<file path="config.mk">
export PLATFORM = sky130hd
export DESIGN_NAME = l2_req_arbiter_flat
export DESIGN_NICKNAME = d
export VERILOG_FILES = /design/src/rtl/l2_req_arbiter_if.sv /design/src/rtl/l2_req_arbiter.sv /design/src/flat_wrapper.sv
export SDC_FILE = /design/constraint.sdc
export NUM_CORES = 1
export LEC_CHECK = 0
export ABC_AREA = 1
export BUFFER_PORTS_ARGS = -buffer_cell sky130_fd_sc_hd__buf_2
export CORE_AREA = 2 2 362 364
export DETAILED_ROUTE_END_ITERATION = 16
export DIE_AREA = 0 0 364 366
export PLACE_DENSITY = 0.46
export SLEW_MARGIN = 20
export SYNTH_ARGS = -nofsm -noshare
export SYNTH_HDL_FRONTEND = slang
export SYNTH_SLANG_ARGS = --single-unit
export TNS_END_PERCENT = 20
</file>
<file path="constraint.sdc">
create_clock -name clk -period 3.2 [get_ports clk]
set_input_delay 0.32 -clock clk [delete_from_list [all_inputs] [get_ports clk]]
set_output_delay 0.32 -clock clk [all_outputs]
set_load 0.05 [all_outputs]
</file>
<file path="src/rtl/l2_req_arbiter_if.sv">
// Signal bundle around the L2 request arbiter: L1 I/D request ports, the shared
// L2 port and the per-side performance counters.
interface l2_req_arbiter_if #(
    parameter int ADDR_W = 28,
    parameter int BLK_W  = 128,
    parameter int CNT_W  = 51
);
    logic              i_read;
    logic [ADDR_W-1:0] i_addr;
    logic [BLK_W-1:0]  i_rdata;
    logic              i_ready;
    logic              d_read;
    logic              d_write;
    logic [ADDR_W-1:0] d_addr;
    logic [BLK_W-1:0]  d_wdata;
    logic [BLK_W-1:0]  d_rdata;
    logic              d_ready;
    logic              l2_read;
    logic              l2_write;
    logic [ADDR_W-1:0] l2_addr;
    logic [BLK_W-1:0]  l2_wdata;
    logic [BLK_W-1:0]  l2_rdata;
    logic              l2_ready;
    logic [CNT_W-1:0]  i_wait_cnt;
    logic [CNT_W-1:0]  d_wait_cnt;
    logic [CNT_W-1:0]  i_grant_cnt;
    logic [CNT_W-1:0]  d_grant_cnt;

    modport slave (
        input  i_read, i_addr, d_read, d_write, d_addr, d_wdata, l2_rdata, l2_ready,
        output i_rdata, i_ready, d_rdata, d_ready, l2_read, l2_write, l2_addr, l2_wdata,
               i_wait_cnt, d_wait_cnt, i_grant_cnt, d_grant_cnt
    );

    modport master (
        output i_read, i_addr, d_read, d_write, d_addr, d_wdata, l2_rdata, l2_ready,
        input  i_rdata, i_ready, d_rdata, d_ready, l2_read, l2_write, l2_addr, l2_wdata,
               i_wait_cnt, d_wait_cnt, i_grant_cnt, d_grant_cnt
    );
endinterface

</file>
<file path="src/rtl/l2_req_arbiter.sv">
// Shares the single L2 port between the L1 I-cache and D-cache miss paths, routes
// the L2 response back to the owner and keeps saturating wait/grant counters.
module l2_req_arbiter #(
    parameter int ADDR_W     = 28,
    parameter int BLK_W      = 128,
    parameter int CNT_W      = 51,
    parameter bit D_PRIORITY = 1'b0
) (
    input  logic            clk,
    input  logic            rst,
    l2_req_arbiter_if.slave bus
);
    typedef enum logic [1:0] {
        IDLE    = 2'd0,
        BUSY_I  = 2'd1,
        BUSY_D  = 2'd2,
        RECOVER = 2'd3
    } state_t;

    state_t            state_r, state_nxt_s;
    logic              last_d_r, last_d_nxt_s;
    logic              l2_read_r, l2_read_nxt_s;
    logic              l2_write_r, l2_write_nxt_s;
    logic [ADDR_W-1:0] l2_addr_r, l2_addr_nxt_s;
    logic [BLK_W-1:0]  l2_wdata_r, l2_wdata_nxt_s;
    logic [CNT_W-1:0]  i_wait_r, d_wait_r, i_grant_r, d_grant_r;
    logic              d_req_s, grant_i_s, grant_d_s, i_ready_s, d_ready_s;

    function automatic logic [CNT_W-1:0] sat_inc(input logic [CNT_W-1:0] cnt, input logic en);
        logic [CNT_W-1:0] res;
        if (en && (cnt != {CNT_W{1'b1}})) begin
            res = cnt + {{(CNT_W-1){1'b0}}, 1'b1};
        end else begin
            res = cnt;
        end
        return res;
    endfunction

    // Next-state, grant selection and combinational ready routing
    always_comb begin
        state_nxt_s    = state_r;
        last_d_nxt_s   = last_d_r;
        l2_read_nxt_s  = l2_read_r;
        l2_write_nxt_s = l2_write_r;
        l2_addr_nxt_s  = l2_addr_r;
        l2_wdata_nxt_s = l2_wdata_r;
        grant_i_s      = 1'b0;
        grant_d_s      = 1'b0;
        i_ready_s      = 1'b0;
        d_ready_s      = 1'b0;
        d_req_s        = bus.d_read | bus.d_write;
        case (state_r)
            IDLE: begin
                if (bus.i_read && d_req_s) begin
                    // On a tie the side that did not win last time goes next
                    if ((D_PRIORITY != 1'b0) || !last_d_r) begin
                        grant_d_s = 1'b1;
                    end else begin
                        grant_i_s = 1'b1;
                    end
                end else if (bus.i_read) begin
                    grant_i_s = 1'b1;
                end else if (d_req_s) begin
                    grant_d_s = 1'b1;
                end else begin
                    grant_i_s = 1'b0;
                    grant_d_s = 1'b0;
                end
                if (grant_d_s) begin
                    state_nxt_s    = BUSY_D;
                    last_d_nxt_s   = 1'b1;
                    l2_write_nxt_s = bus.d_write;
                    l2_read_nxt_s  = ~bus.d_write;
                    l2_addr_nxt_s  = bus.d_addr;
                    l2_wdata_nxt_s = bus.d_wdata;
                end else if (grant_i_s) begin
                    state_nxt_s    = BUSY_I;
                    last_d_nxt_s   = 1'b0;
                    l2_write_nxt_s = 1'b0;
                    l2_read_nxt_s  = 1'b1;
                    l2_addr_nxt_s  = bus.i_addr;
                    l2_wdata_nxt_s = {BLK_W{1'b0}};
                end else begin
                    state_nxt_s = IDLE;
                end
            end
            BUSY_I, BUSY_D: begin
                i_ready_s = bus.l2_ready && (state_r == BUSY_I);
                d_ready_s = bus.l2_ready && (state_r == BUSY_D);
                if (bus.l2_ready) begin
                    state_nxt_s    = RECOVER;
                    l2_read_nxt_s  = 1'b0;
                    l2_write_nxt_s = 1'b0;
                end else begin
                    state_nxt_s = state_r;
                end
            end
            RECOVER: begin
                state_nxt_s = IDLE;
            end
            default: begin
                state_nxt_s    = IDLE;
                l2_read_nxt_s  = 1'b0;
                l2_write_nxt_s = 1'b0;
            end
        endcase
    end

    // State, latched L2 request and performance counters
    always_ff @(posedge clk or negedge rst) begin
        if (!rst) begin
            state_r    <= IDLE;
            last_d_r   <= 1'b0;
            l2_read_r  <= 1'b0;
            l2_write_r <= 1'b0;
            l2_addr_r  <= {ADDR_W{1'b0}};
            l2_wdata_r <= {BLK_W{1'b0}};
            i_wait_r   <= {CNT_W{1'b0}};
            d_wait_r   <= {CNT_W{1'b0}};
            i_grant_r  <= {CNT_W{1'b0}};
            d_grant_r  <= {CNT_W{1'b0}};
        end else begin
            state_r    <= state_nxt_s;
            last_d_r   <= last_d_nxt_s;
            l2_read_r  <= l2_read_nxt_s;
            l2_write_r <= l2_write_nxt_s;
            l2_addr_r  <= l2_addr_nxt_s;
            l2_wdata_r <= l2_wdata_nxt_s;
            i_wait_r   <= sat_inc(i_wait_r, bus.i_read & ~i_ready_s);
            d_wait_r   <= sat_inc(d_wait_r, d_req_s & ~d_ready_s);
            i_grant_r  <= sat_inc(i_grant_r, grant_i_s);
            d_grant_r  <= sat_inc(d_grant_r, grant_d_s);
        end
    end

    assign bus.i_rdata     = bus.l2_rdata;
    assign bus.d_rdata     = bus.l2_rdata;
    assign bus.i_ready     = i_ready_s;
    assign bus.d_ready     = d_ready_s;
    assign bus.l2_read     = l2_read_r;
    assign bus.l2_write    = l2_write_r;
    assign bus.l2_addr     = l2_addr_r;
    assign bus.l2_wdata    = l2_wdata_r;
    assign bus.i_wait_cnt  = i_wait_r;
    assign bus.d_wait_cnt  = d_wait_r;
    assign bus.i_grant_cnt = i_grant_r;
    assign bus.d_grant_cnt = d_grant_r;
endmodule

</file>
<file path="src/flat_wrapper.sv">
// flat-port wrapper written by rule: the top's interface ports become plain ports
module l2_req_arbiter_flat 
#(
    parameter int ADDR_W     = 28,
    parameter int BLK_W      = 128,
    parameter int CNT_W      = 51,
    parameter bit D_PRIORITY = 1'b0
)
  (clk, rst, bus_i_read, bus_i_addr, bus_d_read, bus_d_write, bus_d_addr, bus_d_wdata, bus_l2_rdata, bus_l2_ready, bus_i_rdata, bus_i_ready, bus_d_rdata, bus_d_ready, bus_l2_read, bus_l2_write, bus_l2_addr, bus_l2_wdata, bus_i_wait_cnt, bus_d_wait_cnt, bus_i_grant_cnt, bus_d_grant_cnt);
  l2_req_arbiter_if #(.ADDR_W(ADDR_W), .BLK_W(BLK_W), .CNT_W(CNT_W)) bus_i ();
  input  logic clk;
  input  logic rst;
  input wire logic [$bits(bus_i.i_read)-1:0] bus_i_read;
  input wire logic [$bits(bus_i.i_addr)-1:0] bus_i_addr;
  input wire logic [$bits(bus_i.d_read)-1:0] bus_d_read;
  input wire logic [$bits(bus_i.d_write)-1:0] bus_d_write;
  input wire logic [$bits(bus_i.d_addr)-1:0] bus_d_addr;
  input wire logic [$bits(bus_i.d_wdata)-1:0] bus_d_wdata;
  input wire logic [$bits(bus_i.l2_rdata)-1:0] bus_l2_rdata;
  input wire logic [$bits(bus_i.l2_ready)-1:0] bus_l2_ready;
  output wire logic [$bits(bus_i.i_rdata)-1:0] bus_i_rdata;
  output wire logic [$bits(bus_i.i_ready)-1:0] bus_i_ready;
  output wire logic [$bits(bus_i.d_rdata)-1:0] bus_d_rdata;
  output wire logic [$bits(bus_i.d_ready)-1:0] bus_d_ready;
  output wire logic [$bits(bus_i.l2_read)-1:0] bus_l2_read;
  output wire logic [$bits(bus_i.l2_write)-1:0] bus_l2_write;
  output wire logic [$bits(bus_i.l2_addr)-1:0] bus_l2_addr;
  output wire logic [$bits(bus_i.l2_wdata)-1:0] bus_l2_wdata;
  output wire logic [$bits(bus_i.i_wait_cnt)-1:0] bus_i_wait_cnt;
  output wire logic [$bits(bus_i.d_wait_cnt)-1:0] bus_d_wait_cnt;
  output wire logic [$bits(bus_i.i_grant_cnt)-1:0] bus_i_grant_cnt;
  output wire logic [$bits(bus_i.d_grant_cnt)-1:0] bus_d_grant_cnt;
  assign bus_i.i_read = bus_i_read;
  assign bus_i.i_addr = bus_i_addr;
  assign bus_i.d_read = bus_d_read;
  assign bus_i.d_write = bus_d_write;
  assign bus_i.d_addr = bus_d_addr;
  assign bus_i.d_wdata = bus_d_wdata;
  assign bus_i.l2_rdata = bus_l2_rdata;
  assign bus_i.l2_ready = bus_l2_ready;
  assign bus_i_rdata = bus_i.i_rdata;
  assign bus_i_ready = bus_i.i_ready;
  assign bus_d_rdata = bus_i.d_rdata;
  assign bus_d_ready = bus_i.d_ready;
  assign bus_l2_read = bus_i.l2_read;
  assign bus_l2_write = bus_i.l2_write;
  assign bus_l2_addr = bus_i.l2_addr;
  assign bus_l2_wdata = bus_i.l2_wdata;
  assign bus_i_wait_cnt = bus_i.i_wait_cnt;
  assign bus_d_wait_cnt = bus_i.d_wait_cnt;
  assign bus_i_grant_cnt = bus_i.i_grant_cnt;
  assign bus_d_grant_cnt = bus_i.d_grant_cnt;
  l2_req_arbiter #(.ADDR_W(ADDR_W), .BLK_W(BLK_W), .CNT_W(CNT_W), .D_PRIORITY(D_PRIORITY)) u_core (.clk(clk), .rst(rst), .bus(bus_i));
endmodule
</file>
# Word level (Yosys, flattened, before mapping)
# Cells that the tools add are included.
[word_totals]
ff_bits = 365
inputBits = 318
out_inout_bits = 620
elab_cells = 71
[op_classes]
addsub = 4
eq_ne = 9
mux = 29
bitwise_logic = 6
n_reduce_logical = 13
[op_table]
columns = ["operator", "n"]
rows = [
  ["2-to-1 mux 128 bit", 2],
  ["adder 51 x 1 -> 51 bit (second input constant)", 4],
  ["!= test 51 bit (second input constant)", 4],
  ["2-to-1 mux 28 bit", 2],
  ["2-to-1 mux 1 bit", 20],
  ["logical AND 1 bit", 7],
  ["case mux 2 bit (3 select lines)", 1],
  ["== test 2 bit (second input constant)", 2],
  ["2-to-1 mux 2 bit", 2],
  ["case mux 1 bit (2 select lines)", 2],
  ["nonzero test 2 bit", 2],
  ["!= test 3 x 1 -> 1 bit (second input constant)", 1],
  ["NOT 1 bit", 3],
  ["AND reduction 3 bit", 1],
  ["bitwise AND 1 bit", 2],
  ["== test 2 x 1 -> 1 bit (second input constant)", 1],
  ["logical NOT 2 bit", 1],
  ["!= test 2 bit (second input constant)", 1],
  ["AND reduction 2 bit", 1],
  ["OR reduction 2 bit", 1],
  ["OR 1 bit", 1],
]

# Depth between registers and ports, before layout
[depth]
ltp_word = 7
depth_mapped = 13
depth_no_buf = 12

# Worst setup path after synthesis
# OpenSTA, ideal clock, no wires.
[synth_path]
path_kind = "register to register"
start = "register u_core.i_grant_r[0], in the netlist u_core.bus.i_grant_cnt[0]"
end = "register u_core.i_grant_r[19], in the netlist u_core.bus.i_grant_cnt[19]"
setup_ns = 0.120
t_arrival_ns = 1.996
required_time_ns = 3.080
slack_ns = 1.084
stages_incl_launch_ff = 12
n_path_buf = 1
period_less_slack_ns = 2.116
cell_sequence = "dfrtp_1 -> ha_1 -> inv_2 -> nor2_4 -> nand2_2 -> nor2_4 -> nand2_4 -> nor2_4 -> nor2_4 -> buf_2 -> nand2_1 -> nand2_1"
[synth_between]
elab_chain_cells = 2
word_cells_on_any_way = 3
cone_classes = "1 x add/sub; 1 x eq/ne; 1 x reduce/logical"
[synth_rtl]
columns = ["element", "line_no", "rtl"]
rows = [
  ["start: declaration", "l2_req_arbiter.sv:26", "logic [CNT_W-1:0] i_wait_r, d_wait_r, i_grant_r, d_grant_r;"],
  ["start signal: assignment", "l2_req_arbiter.sv:120", "i_grant_r <= {CNT_W{1'b0}};"],
  ["start signal: assignment", "l2_req_arbiter.sv:131", "i_grant_r <= sat_inc(i_grant_r, grant_i_s);"],
  ["branches (longest 2 deep; another with adder 51 x 1 -> 51 bit)", "n/a", ""],
]
# Parallel ways; which one is timed is not known.
# A chain may end at the register's enable or synchronous reset.

# Worst setup path in the final report
[layout_path]
start = "register u_core.i_grant_r[0], in the netlist u_core.bus.i_grant_cnt[0]"
end = "register u_core.i_grant_r[3], in the netlist u_core.bus.i_grant_cnt[3]"
# Same word-level chain as after synthesis.

==> flow_metrics.py <==
metrics = {
    "clock_network": {
        "clockBufferDepth": 3,
        "clock_latency_ps": 630,
        "cts.clk_slew.worst_paths_ps": 50,
        "cts_buffers": 51,
        "cts_root_buf": "clkbuf_16",
        "cts_tree": "done",
        "h-tree-depth": 2,
        "clock_sinks": 365,
        "cts_resized": 0,
        "cts_setup_buffers": 0,
        "cts_hold_buf": 185,
    },
    "job": {
        "maxCapViolCount": 0,
    },
    "hold_path": {
        "whs_path_depth": 3,
        "hold_start": "bus_d_wdata[123]",
        "min_to": "u_core.bus.l2_wdata[123]$_DFFE_PN0P_",
        "hold_path_class": "input port to register",
    },
    "layout": {
        "area_growth_pct": 29.3,
        "n_fill_cell": 14500,
        "finish.instance_area_um2": 28700,
        "drive_gt1_share_pct": 19.6,
        "post-route-util_pct": 22.2,
        "final_nets": 3945,
    },
    "synthesis": {
        "post_synth.cell_area_avg_um2": 7.05,
        "synth_top_flop_cell": "dfrtp_1",
        "synth_cell_types": 35,
        "synth_most_common_cell": "nand2_1",
        "synth_top_area_cell": "dfrtp_1",
        "synth_warnings": 0,
        "synth_seq_cells": 365,
        "netlist_area_um2": 22200,
        "netlist.area_leader.share_pct": 41.2,
        "synth_edf_count": 0,
        "synthesis.nets": 3471,
        "synthArstFlopShare_pct": 100,
        "yosysSeqAreaShare_pct": 41.2,
        "synth_common_cells": "nand2_1, nor2_1, dfrtp_1",
        "synthCells": 3144,
        "synth_area_leaders": "dfrtp_1, nand2_1, buf_4",
    },
    "power_and_ir_drop": {
        "power_frac_comb_pct": 42.0,
        "p_int_mw": 11.3,
        "cellPowerDensity_nw_per_um2": 745,
        "power.share.clock_pct": 27.4,
        "leakagePower_nw": 13.7,
        "seqPwrFrac_pct": 30.5,
        "netSwitchingPower_mw": 10.0,
        "peakVddDrop_mv": 0.596,
        "switching_share_pct": 46.9,
    },
    "placement": {
        "gp_congestion": 0.932,
        "postPlaceCellArea_um2": 25100,
        "placement.io_buffers": 553,
        "dp_slack_ps": 399,
        "place_hpwl_mm": 77.7,
    },
    "grt": {
        "antenna_found_initial": 3,
        "grt-ovfl-total": 0,
        "grt_usage_pct": 14.5,
        "grt_pass1_vias": 21500,
        "grt_max_degree": 121,
        "grt_pass1_wl_mm": 146,
    },
    "timing": {
        "hold_violations": 0,
        "tightest_slew_ps": 949,
        "fmax_ghz": 0.363,
        "drv_slew": 0,
        "slew_headroom_pct": 36.6,
        "setup-tns-final_ps": 0,
        "setup_slack_ps": 448,
        "min_period_over_period_pct": 86.0,
        "clock_skew_ps": 30.2,
        "rsz0062_at_grt": "no",
        "setup_viol": 0,
        "min_period_ps": 2750,
    },
    "worst_setup_path": {
        "critical_path_class": "register to register",
        "cp-end-kind": "register",
        "r2r_cells": 11,
        "crit_path_start_kind": "register",
        "required_ps": 3700,
        "r2r_setup_slack_ps": 450,
        "crit_fanout": 36,
        "critPathArrivalTime_ps": 3250,
        "reg2reg_from": "u_core.bus.i_grant_cnt[0]$_DFFE_PN0P_",
        "r2r-end": "u_core.bus.i_grant_cnt[3]$_DFFE_PN0P_",
    },
    "outcome": {
        "outcome": "completed",
    },
    "floorplanning": {
        "pin_count": 938,
        "die_h_um": 366,
        "die_w_um": 364,
        "start_util_pct": 17.2,
        "die-area_um2": 133000,
        "placementRows": 132,
        "core_area_um2": 129000,
    },
    "drt": {
        "drt-initial-drc-count": 1558,
        "drtAntennaViolNets": 0,
        "wl_mm": 99.1,
        "drc_errors": 0,
        "wl_per_cell_um": 18.4,
        "viasPerCell": 4.01,
        "drt_pre_antenna_iters": 5,
        "via_count": 21600,
    },
}
cell type report:
class | instances | area [um^2] | share of cell area, %
Tap cell | 1742 | 2180 | 7.61
Clock inverter | 17 | 213 | 0.742
Antenna cell | 1 | 2.50 | 0.00873
Multi-Input combinational cell | 2293 | 10100 | 35.3
Inverter | 140 | 536 | 1.87
Clock buffer | 75 | 1510 | 5.26
Timing Repair Buffer | 767 | 4970 | 17.4
Sequential cell | 365 | 9130 | 31.9
registers in the layout (all words and copies together), names as in the netlist:
signal,cells
u_core.bus.l2_wdata,128
u_core.bus.d_grant_cnt,51
u_core.bus.d_wait_cnt,51
u_core.bus.i_grant_cnt,51
u_core.bus.i_wait_cnt,51
u_core.bus.l2_addr,28
u_core.state_r,2
u_core.bus.l2_read,1
u_core.bus.l2_write,1
u_core.last_d_r,1
critical path, stage by stage, from the launching register on:
cell and delay, ps:
dfrtp_1 440, ha_1 290, inv_2 90, nor2_4 50, nand2_2 120, nor2_4 80, nand2_4 100, nor2_4 50
nor2_4 710, clkinv_4 480, nand2_1 150, nand2_1 70
worst max-delay path by stage:
stage,from,endpoint,slack [ps],depth (start not counted)
5_1_grt,u_core.bus.i_grant_cnt[0]$_DFFE_PN0P_,u_core.bus.i_grant_cnt[17]$_DFFE_PN0P_,140,11
2_1_floorplan,u_core.bus.i_grant_cnt[0]$_DFFE_PN0P_,u_core.bus.i_grant_cnt[19]$_DFFE_PN0P_,1080,11
6_report,u_core.bus.i_grant_cnt[0]$_DFFE_PN0P_,u_core.bus.i_grant_cnt[3]$_DFFE_PN0P_,450,11
4_1_cts,u_core.bus.i_grant_cnt[0]$_DFFE_PN0P_,u_core.bus.i_grant_cnt[16]$_DFFE_PN0P_,390,11
3_3_place_gp,u_core.bus.i_grant_cnt[0]$_DFFE_PN0P_,u_core.bus.i_grant_cnt[13]$_DFFE_PN0P_,440,11
3_5_place_dp,u_core.bus.i_grant_cnt[0]$_DFFE_PN0P_,u_core.bus.i_grant_cnt[15]$_DFFE_PN0P_,400,11
layout by cell type, fill, tap and decap left out, types with 37 or more instances in the layout:
cell | Yosys | routed
nand2_1 | 1344 | 1341
buf_2 | 51 | 552
nor2_1 | 412 | 411
dfrtp_1 | 365 | 365
nand3_1 | 215 | 215
dlygate4sd3_1 | 0 | 185
inv_1 | 128 | 127
xnor2_1 | 64 | 64
clkbuf_16 | 0 | 51
nand4_1 | 50 | 50
nand3b_1 | 42 | 42
xor2_1 | 37 | 37
through the flow:
step	hold WS [ps]	total power, mW	std cells
2_1_floorplan	24.4	13.1	3144
3_3_place_gp	421	15.2	5122
3_5_place_dp	416	15.2	5122
4_1_cts	71.8	21.8	5399
5_1_grt	87.4	22.6	5400
6_report	91.8	21.4	5400
power groups by stage:
stage	clock network, mW	logic, mW	registers (mW)
finish	5.86	8.98	6.52
global route	6.27	9.64	6.66
CTS	6.08	9.17	6.51
detailed placement	0	8.67	6.57
global placement	0	8.63	6.56
floorplan	0	3.18	9.89
cells by family after synthesis:
group / synth area share [%]
and+or+nand+nor: 39.5
buffers and inverters: 13.3
DFF: 41.2
xor gates and xnor gates: 3.99
AOI/OAI and AO/OA: 1.52
adders and majority gates: 0.508
per-layer routing:
layer | GRT usage (%) | vias to the layer above | wire length, um
met3 | 3.65 | 265 | 6930
li1 | - | 10500 | -
met4 | 5.83 | 4 | 4210
met2 | 24.4 | 757 | 46900
met5 | 0.218 | - | 44
met1 | 17.5 | 10100 | 41000
Power figures use the tool's default switching activity.
